<file path="config.mk">
export PLATFORM = sky130hd
export DESIGN_NAME = enc_7x1_scan_flat
export DESIGN_NICKNAME = d
export VERILOG_FILES = /design/src/rtl/enc_7x1_scan_if.sv /design/src/rtl/enc_7x1_scan.sv /design/src/flat_wrapper.sv
export SDC_FILE = /design/constraint.sdc
export NUM_CORES = 1
export LEC_CHECK = 0
export BUFFER_PORTS_ARGS = -buffer_cell sky130_fd_sc_hd__buf_2
export CAP_MARGIN = 20
export CORE_AREA = 4 4 77 86
export DETAILED_ROUTE_END_ITERATION = 10
export DIE_AREA = 0 0 81 90
export GPL_TIMING_DRIVEN = 0
export PLACE_DENSITY_LB_ADDON = 0.3
export SETUP_SLACK_MARGIN = 0.15
export SKIP_LAST_GASP = 1
export SLEW_MARGIN = 20
export SYNTH_ARGS = -nofsm -noshare
export SYNTH_HDL_FRONTEND = slang
export SYNTH_SLANG_ARGS = --single-unit
</file>
<file path="constraint.sdc">
create_clock -name clk -period 1.7 [get_ports clk]
set_input_delay 0.34 -clock clk [delete_from_list [all_inputs] [get_ports clk]]
set_output_delay 0.34 -clock clk [all_outputs]
set_load 0.02 [all_outputs]
</file>
<file path="src/rtl/enc_7x1_scan_if.sv">
// enc_7x1_scan_if: request/grant bus of the 7-to-1 request encoder.
// master = encoder side (drives the zone code), slave = sensors plus consumer.
// Handshake: the code on S is meaningful only while valid=1. S and valid stay
// stable until the consumer raises ack in a cycle where valid=1; ack is ignored
// while valid=0. After an accepted code, valid stays low for at least two cycles.
interface enc_7x1_scan_if;
    logic [6:0] In_n;
    logic [2:0] S;
    logic       valid;
    logic       ack;
    logic [6:0] pending;
    logic       overrun;

    modport master (
        input  In_n,
        input  ack,
        output S,
        output valid,
        output pending,
        output overrun
    );

    modport slave (
        output In_n,
        output ack,
        input  S,
        input  valid,
        input  pending,
        input  overrun
    );
endinterface

</file>
<file path="src/rtl/enc_7x1_scan.sv">
// enc_7x1_scan: synchronise, debounce and latch seven active-low request lines,
// then present one pending zone at a time as a 3-bit code (k+1 for line k).
// Optional macro ENC7_ROUND_ROBIN_EN selects round-robin arbitration; when it is
// undefined, arbitration is fixed priority with line 0 highest.
// o_state exposes the grant FSM state (0 idle, 1 grant, 2 gap).
module enc_7x1_scan #(
    parameter int DEB_W      = 4,
    parameter int DEB_CYCLES = 8
) (
    input  logic                  clk,
    input  logic                  reset,
    enc_7x1_scan_if.master        bus,
    output logic [1:0]            o_state
);

    typedef enum logic [1:0] {
        ST_IDLE  = 2'd0,
        ST_GRANT = 2'd1,
        ST_GAP   = 2'd2
    } state_t;

    localparam logic [DEB_W-1:0] DEB_LAST = DEB_W'(DEB_CYCLES - 1);

    logic [6:0]       r_sync1;
    logic [6:0]       r_sync2;
    logic [6:0]       r_deb;
    logic [DEB_W-1:0] r_cnt [7];
    logic [6:0]       r_evt;
    logic [6:0]       r_pending;
    logic             r_overrun;
    state_t           r_state;
    logic [2:0]       r_sel;
    logic [2:0]       r_s;
    logic             r_valid;
    logic [6:0]       w_clr;
    logic [2:0]       w_sel;
`ifdef ENC7_ROUND_ROBIN_EN
    logic [2:0]       r_ptr;
    logic [3:0]       w_idx;
    logic             w_found;
`endif

    // Two-flop synchroniser per line; released (1) out of reset.
    always_ff @(posedge clk) begin
        if (reset) begin
            r_sync1 <= 7'h7f;
            r_sync2 <= 7'h7f;
        end else begin
            r_sync1 <= bus.In_n;
            r_sync2 <= r_sync1;
        end
    end

    // Debounce: count consecutive samples differing from the debounced state,
    // flip after DEB_CYCLES of them; register a one-cycle event on high->low.
    always_ff @(posedge clk) begin
        if (reset) begin
            r_deb <= 7'h7f;
            r_evt <= 7'h00;
            for (int k = 0; k < 7; k++) begin
                r_cnt[k] <= '0;
            end
        end else begin
            for (int k = 0; k < 7; k++) begin
                r_evt[k] <= 1'b0;
                if (r_sync2[k] == r_deb[k]) begin
                    r_cnt[k] <= '0;
                end else if (r_cnt[k] == DEB_LAST) begin
                    r_deb[k] <= ~r_deb[k];
                    r_cnt[k] <= '0;
                    r_evt[k] <= r_deb[k];
                end else begin
                    r_cnt[k] <= r_cnt[k] + 1'b1;
                end
            end
        end
    end

    // Pending bit of the granted line is cleared when its ack is accepted.
    always_comb begin
        w_clr = 7'h00;
        if (r_state == ST_GRANT && bus.ack) begin
            w_clr[r_sel] = 1'b1;
        end
    end

    // Latch events; a new event wins over a same-cycle clear, and an event on an
    // already pending (not being cleared) line is reported as overrun.
    always_ff @(posedge clk) begin
        if (reset) begin
            r_pending <= 7'h00;
            r_overrun <= 1'b0;
        end else begin
            r_pending <= (r_pending & ~w_clr) | r_evt;
            r_overrun <= |(r_evt & r_pending & ~w_clr);
        end
    end

`ifdef ENC7_ROUND_ROBIN_EN
    // Round-robin pick: first pending line at or after the pointer, wrapping.
    always_comb begin
        w_sel   = 3'd0;
        w_found = 1'b0;
        w_idx   = 4'd0;
        for (int i = 0; i < 7; i++) begin
            w_idx = 4'(r_ptr) + 4'(i);
            if (w_idx > 4'd6) begin
                w_idx = w_idx - 4'd7;
            end
            if (!w_found && r_pending[w_idx[2:0]]) begin
                w_found = 1'b1;
                w_sel   = w_idx[2:0];
            end
        end
    end
`else
    // Fixed priority pick: lowest pending index wins.
    always_comb begin
        w_sel = 3'd0;
        for (int i = 6; i >= 0; i--) begin
            if (r_pending[i]) begin
                w_sel = 3'(i);
            end
        end
    end
`endif

    // Grant FSM with registered code/valid; selection is frozen during GRANT.
    always_ff @(posedge clk) begin
        if (reset) begin
            r_state <= ST_IDLE;
            r_sel   <= 3'd0;
            r_s     <= 3'd0;
            r_valid <= 1'b0;
`ifdef ENC7_ROUND_ROBIN_EN
            r_ptr   <= 3'd0;
`endif
        end else begin
            case (r_state)
                ST_IDLE: begin
                    if (|r_pending) begin
                        r_sel   <= w_sel;
                        r_s     <= w_sel + 3'd1;
                        r_valid <= 1'b1;
                        r_state <= ST_GRANT;
                    end
                end
                ST_GRANT: begin
                    if (bus.ack) begin
                        r_s     <= 3'd0;
                        r_valid <= 1'b0;
                        r_state <= ST_GAP;
`ifdef ENC7_ROUND_ROBIN_EN
                        r_ptr   <= (r_sel == 3'd6) ? 3'd0 : r_sel + 3'd1;
`endif
                    end
                end
                ST_GAP: begin
                    r_state <= ST_IDLE;
                end
                default: begin
                    r_state <= ST_IDLE;
                    r_s     <= 3'd0;
                    r_valid <= 1'b0;
                end
            endcase
        end
    end

    assign bus.S       = r_s;
    assign bus.valid   = r_valid;
    assign bus.pending = r_pending;
    assign bus.overrun = r_overrun;
    assign o_state     = r_state;

endmodule

</file>
<file path="src/flat_wrapper.sv">
// flat-port wrapper written by rule: the top's interface ports become plain ports
module enc_7x1_scan_flat 
#(
    parameter int DEB_W      = 4,
    parameter int DEB_CYCLES = 8
)
  (clk, reset, o_state, bus_In_n, bus_ack, bus_S, bus_valid, bus_pending, bus_overrun);
  enc_7x1_scan_if bus_i ();
  input  logic clk;
  input  logic reset;
  output logic [1:0] o_state;
  input wire logic [$bits(bus_i.In_n)-1:0] bus_In_n;
  input wire logic [$bits(bus_i.ack)-1:0] bus_ack;
  output wire logic [$bits(bus_i.S)-1:0] bus_S;
  output wire logic [$bits(bus_i.valid)-1:0] bus_valid;
  output wire logic [$bits(bus_i.pending)-1:0] bus_pending;
  output wire logic [$bits(bus_i.overrun)-1:0] bus_overrun;
  assign bus_i.In_n = bus_In_n;
  assign bus_i.ack = bus_ack;
  assign bus_S = bus_i.S;
  assign bus_valid = bus_i.valid;
  assign bus_pending = bus_i.pending;
  assign bus_overrun = bus_i.overrun;
  enc_7x1_scan #(.DEB_W(DEB_W), .DEB_CYCLES(DEB_CYCLES)) u_core (.clk(clk), .reset(reset), .bus(bus_i), .o_state(o_state));
endmodule
</file>
==> results.tsv <==
metric	value	unit
ios	24	
clkLatencyLatePin	0.34	ns
grt_overflow	0	
fin_crit	1.899	ns
clock-root-buffer	clkbuf_8	
drcViolationCount	0	
violations	negative setup slack	
synthCells	281	
antenna_found_initial	0	
drt_iter0_drc	106	
dpl_cell_area	3322	µm²
vias	2106	
final_util	0.6347	
setup_tns	-1.013	ns
wl_per_cell	11.96	µm
rows	29	
synth-seq-cells	73	
setup_violations	7	
num_antenna_cells	0	
fin_cells	426	
tightest_slew	0.5563	ns
cts_tree	built	
ant_nets	0	
status	complete, but fails checks	
worst-endpoint-required	1.94	ns
die-area	7290	µm²
grt_pass1_wl	9.004	mm
grt_max_degree	13	
die_x	81	µm
track_usage	0.1597	
fp.coreArea	5733	µm²
grt_pass1_vias	2141	
path_clk_slew	0.08	ns
post-route-period-util	1.117	
setup_ws	-0.1986	ns
yosysSeqAreaShare	0.5802	
end_kind	register	
dp_slack	-0.2022	ns
leakage	1.505	nW
cts_buffer_depth	2	
area_growth	21.22	%
ys_async_sr_fraction	0	
arrival	2.14	ns
rsz0062_at_grt	true	
critical-path-top-delay-family	simple AND/OR/NAND/NOR gates	
placedCellCount	407	
fin_area	3638	µm²
skew	0.006020	ns
critPathMaxFanout	7	
finalHoldViolations	0	
cts.sinks	73	
min_path_type	input pin to register	
gp_congestion	0.8028	
die_h	90	µm
slew-limit-headroom	0.6292	
synth_area_per_cell	10.68	µm²
wl	5.094	mm
viasPerCell	4.944	
min_from	bus_In_n[5]	
slew_violations	0	
critical_path_class	register to register	
io_buffers	22	
path_common_cell	or4_4	
htree_levels	3	
synth_edf_count	28	
crit_chain	or4_4 > or4_4 > and2_4 > buf_6 > mux2i_1 > nor2_1	
worstPathBufferInverterCount	1	
nNetsFinal	362	
cts_hold_buf	0	
ys_warn_count	0	
slowest_delay	0.53	ns
timing.rr.start	u_core.bus.pending[2]$_SDFF_PP0_	
crit_slowest_cell	or4_4	
start_util	0.5236	
ys_types	37	
numCtsBuffers	9	
firstDrtPassIters	4	
max_clock_freq	0.5267	GHz
dp_hpwl	3.576	mm
drive_gt1_frac	0.1977	
ys.flop_type	dfxtp_1	
maxCapViolations	0	
syn_area	3002	µm²
power.density	1026	nW/µm²
critical_path.startpoint_type	register	
startpoint	u_core.bus.pending[2]$_SDFF_PP0_	
vdd_drop_max	0.0005543	V
[cells in the final DEF, fill, tap and decap left out, types with 2 or more instances in the layout]
master	count
buf_2	22
nand4b_1	2
conb_1	28
buf_4	3
nor2b_1	4
clkbuf_16	2
a21oi_1	13
and3b_1	2
bufinv_16	2
inv_1	6
edfxtp_1	28
a211o_1	4
nand2b_1	4
and3_1	7
mux2i_1	4
nand2_1	18
nand3_1	17
xor2_1	8
ha_1	8
nor2_1	47
or3_4	3
nor3_1	4
clkbuf_8	11
or2_2	14
dfxtp_1	41
clkbuf_1	4
nor4b_1	4
dfxtp_2	3
or4_4	2
nand3b_1	4
buf_6	3
xnor2_1	14
[per-stage QoR]
stage / power, W / hold slack (ns)
2_1_floorplan: 0.002034 / 0.3895
3_3_place_gp: 0.002069 / 0.3917
3_5_place_dp: 0.002075 / 0.3964
4_1_cts: 0.003763 / 0.1593
5_1_grt: 0.003883 / 0.1620
6_report: 0.003734 / 0.1743
[layout make-up]
cell class | count | area [µm²]
fillers | 488 | 2095
flip-flops and latches | 73 | 1749
multi-input cells | 222 | 1323
clock buffers | 13 | 201.4
repair buffers | 25 | 132.6
well taps | 77 | 96.34
clock inverters | 3 | 65.06
plain buffers | 7 | 48.80
inverters | 6 | 22.52
[final timing paths]
kind / endpoint / slack, ns / cells after the start
worst max-delay path: u_core.r_sel[2]$_SDFFE_PP0P_ / -0.20 / 6
worst min-delay path: u_core.r_sync1[5]$_SDFF_PP1_ / 0.17 / 2
worst max register to register: u_core.r_sel[2]$_SDFFE_PP0P_ / -0.20 / 6
worst min register to register: u_core.r_sync2[2]$_SDFF_PP1_ / 0.41 / 1
[power by group]
part           leakage, nW  internal (W)  switching (W)  total (W)
Combinational        0.712     0.0000679      0.0000777   0.000146
Sequential           0.658       0.00186      0.0000326    0.00190
Clock                0.136       0.00108       0.000610    0.00169
Total                 1.51       0.00301       0.000721    0.00373
[cells in the mapped netlist (6+ instances only)]
cell,instances,share of area
a21oi_1,13,0.022
and3_1,7,0.015
dfxtp_1,45,0.30
edfxtp_1,28,0.28
ha_1,8,0.033
inv_1,6,0.0075
nand2_1,18,0.023
nand3_1,17,0.028
nor2_1,47,0.059
or2_2,14,0.029
xnor2_1,14,0.041
xor2_1,8,0.023
[state kept, by name, indices dropped and copies added, names as in the netlist]
name	cells
u_core.r_evt	7
u_core.r_sync1	7
u_core.o_state	2
u_core.bus.valid	1
u_core.r_sync2	7
u_core.r_deb	7
u_core.bus.overrun	1
u_core.bus.pending	7
u_core.r_sel	3
u_core.bus.S	3
u_core.r_cnt	28
[layer usage]
metal	track usage	vias to the layer above	wire (µm)
li1	-	1075	-
met1	0.1911	979	2315
met2	0.2527	39	2424
met3	0.03400	13	214
met4	0.1056	0	140
met5	0	-	0
[timing repair]
action | in CTS | in global routing
endpoints found under the hold margin | 0 | 0
buffers inserted | 1 | 2
endpoints found under the setup margin | 9 | 21
gates resized for setup | 1 | 5
[cells by family after synthesis]
family / Yosys count / share of synthesized area
and+or+nand+nor: 138 / 0.2380
other: 1 / 0.001249
adders and majority gates: 8 / 0.03335
muxes: 4 / 0.01334
AOI/OAI and AO/OA: 22 / 0.04585
DFF: 73 / 0.5802
xor gates and xnor gates: 22 / 0.06420
buffers and inverters: 13 / 0.02376
Power figures use the tool's default switching activity.
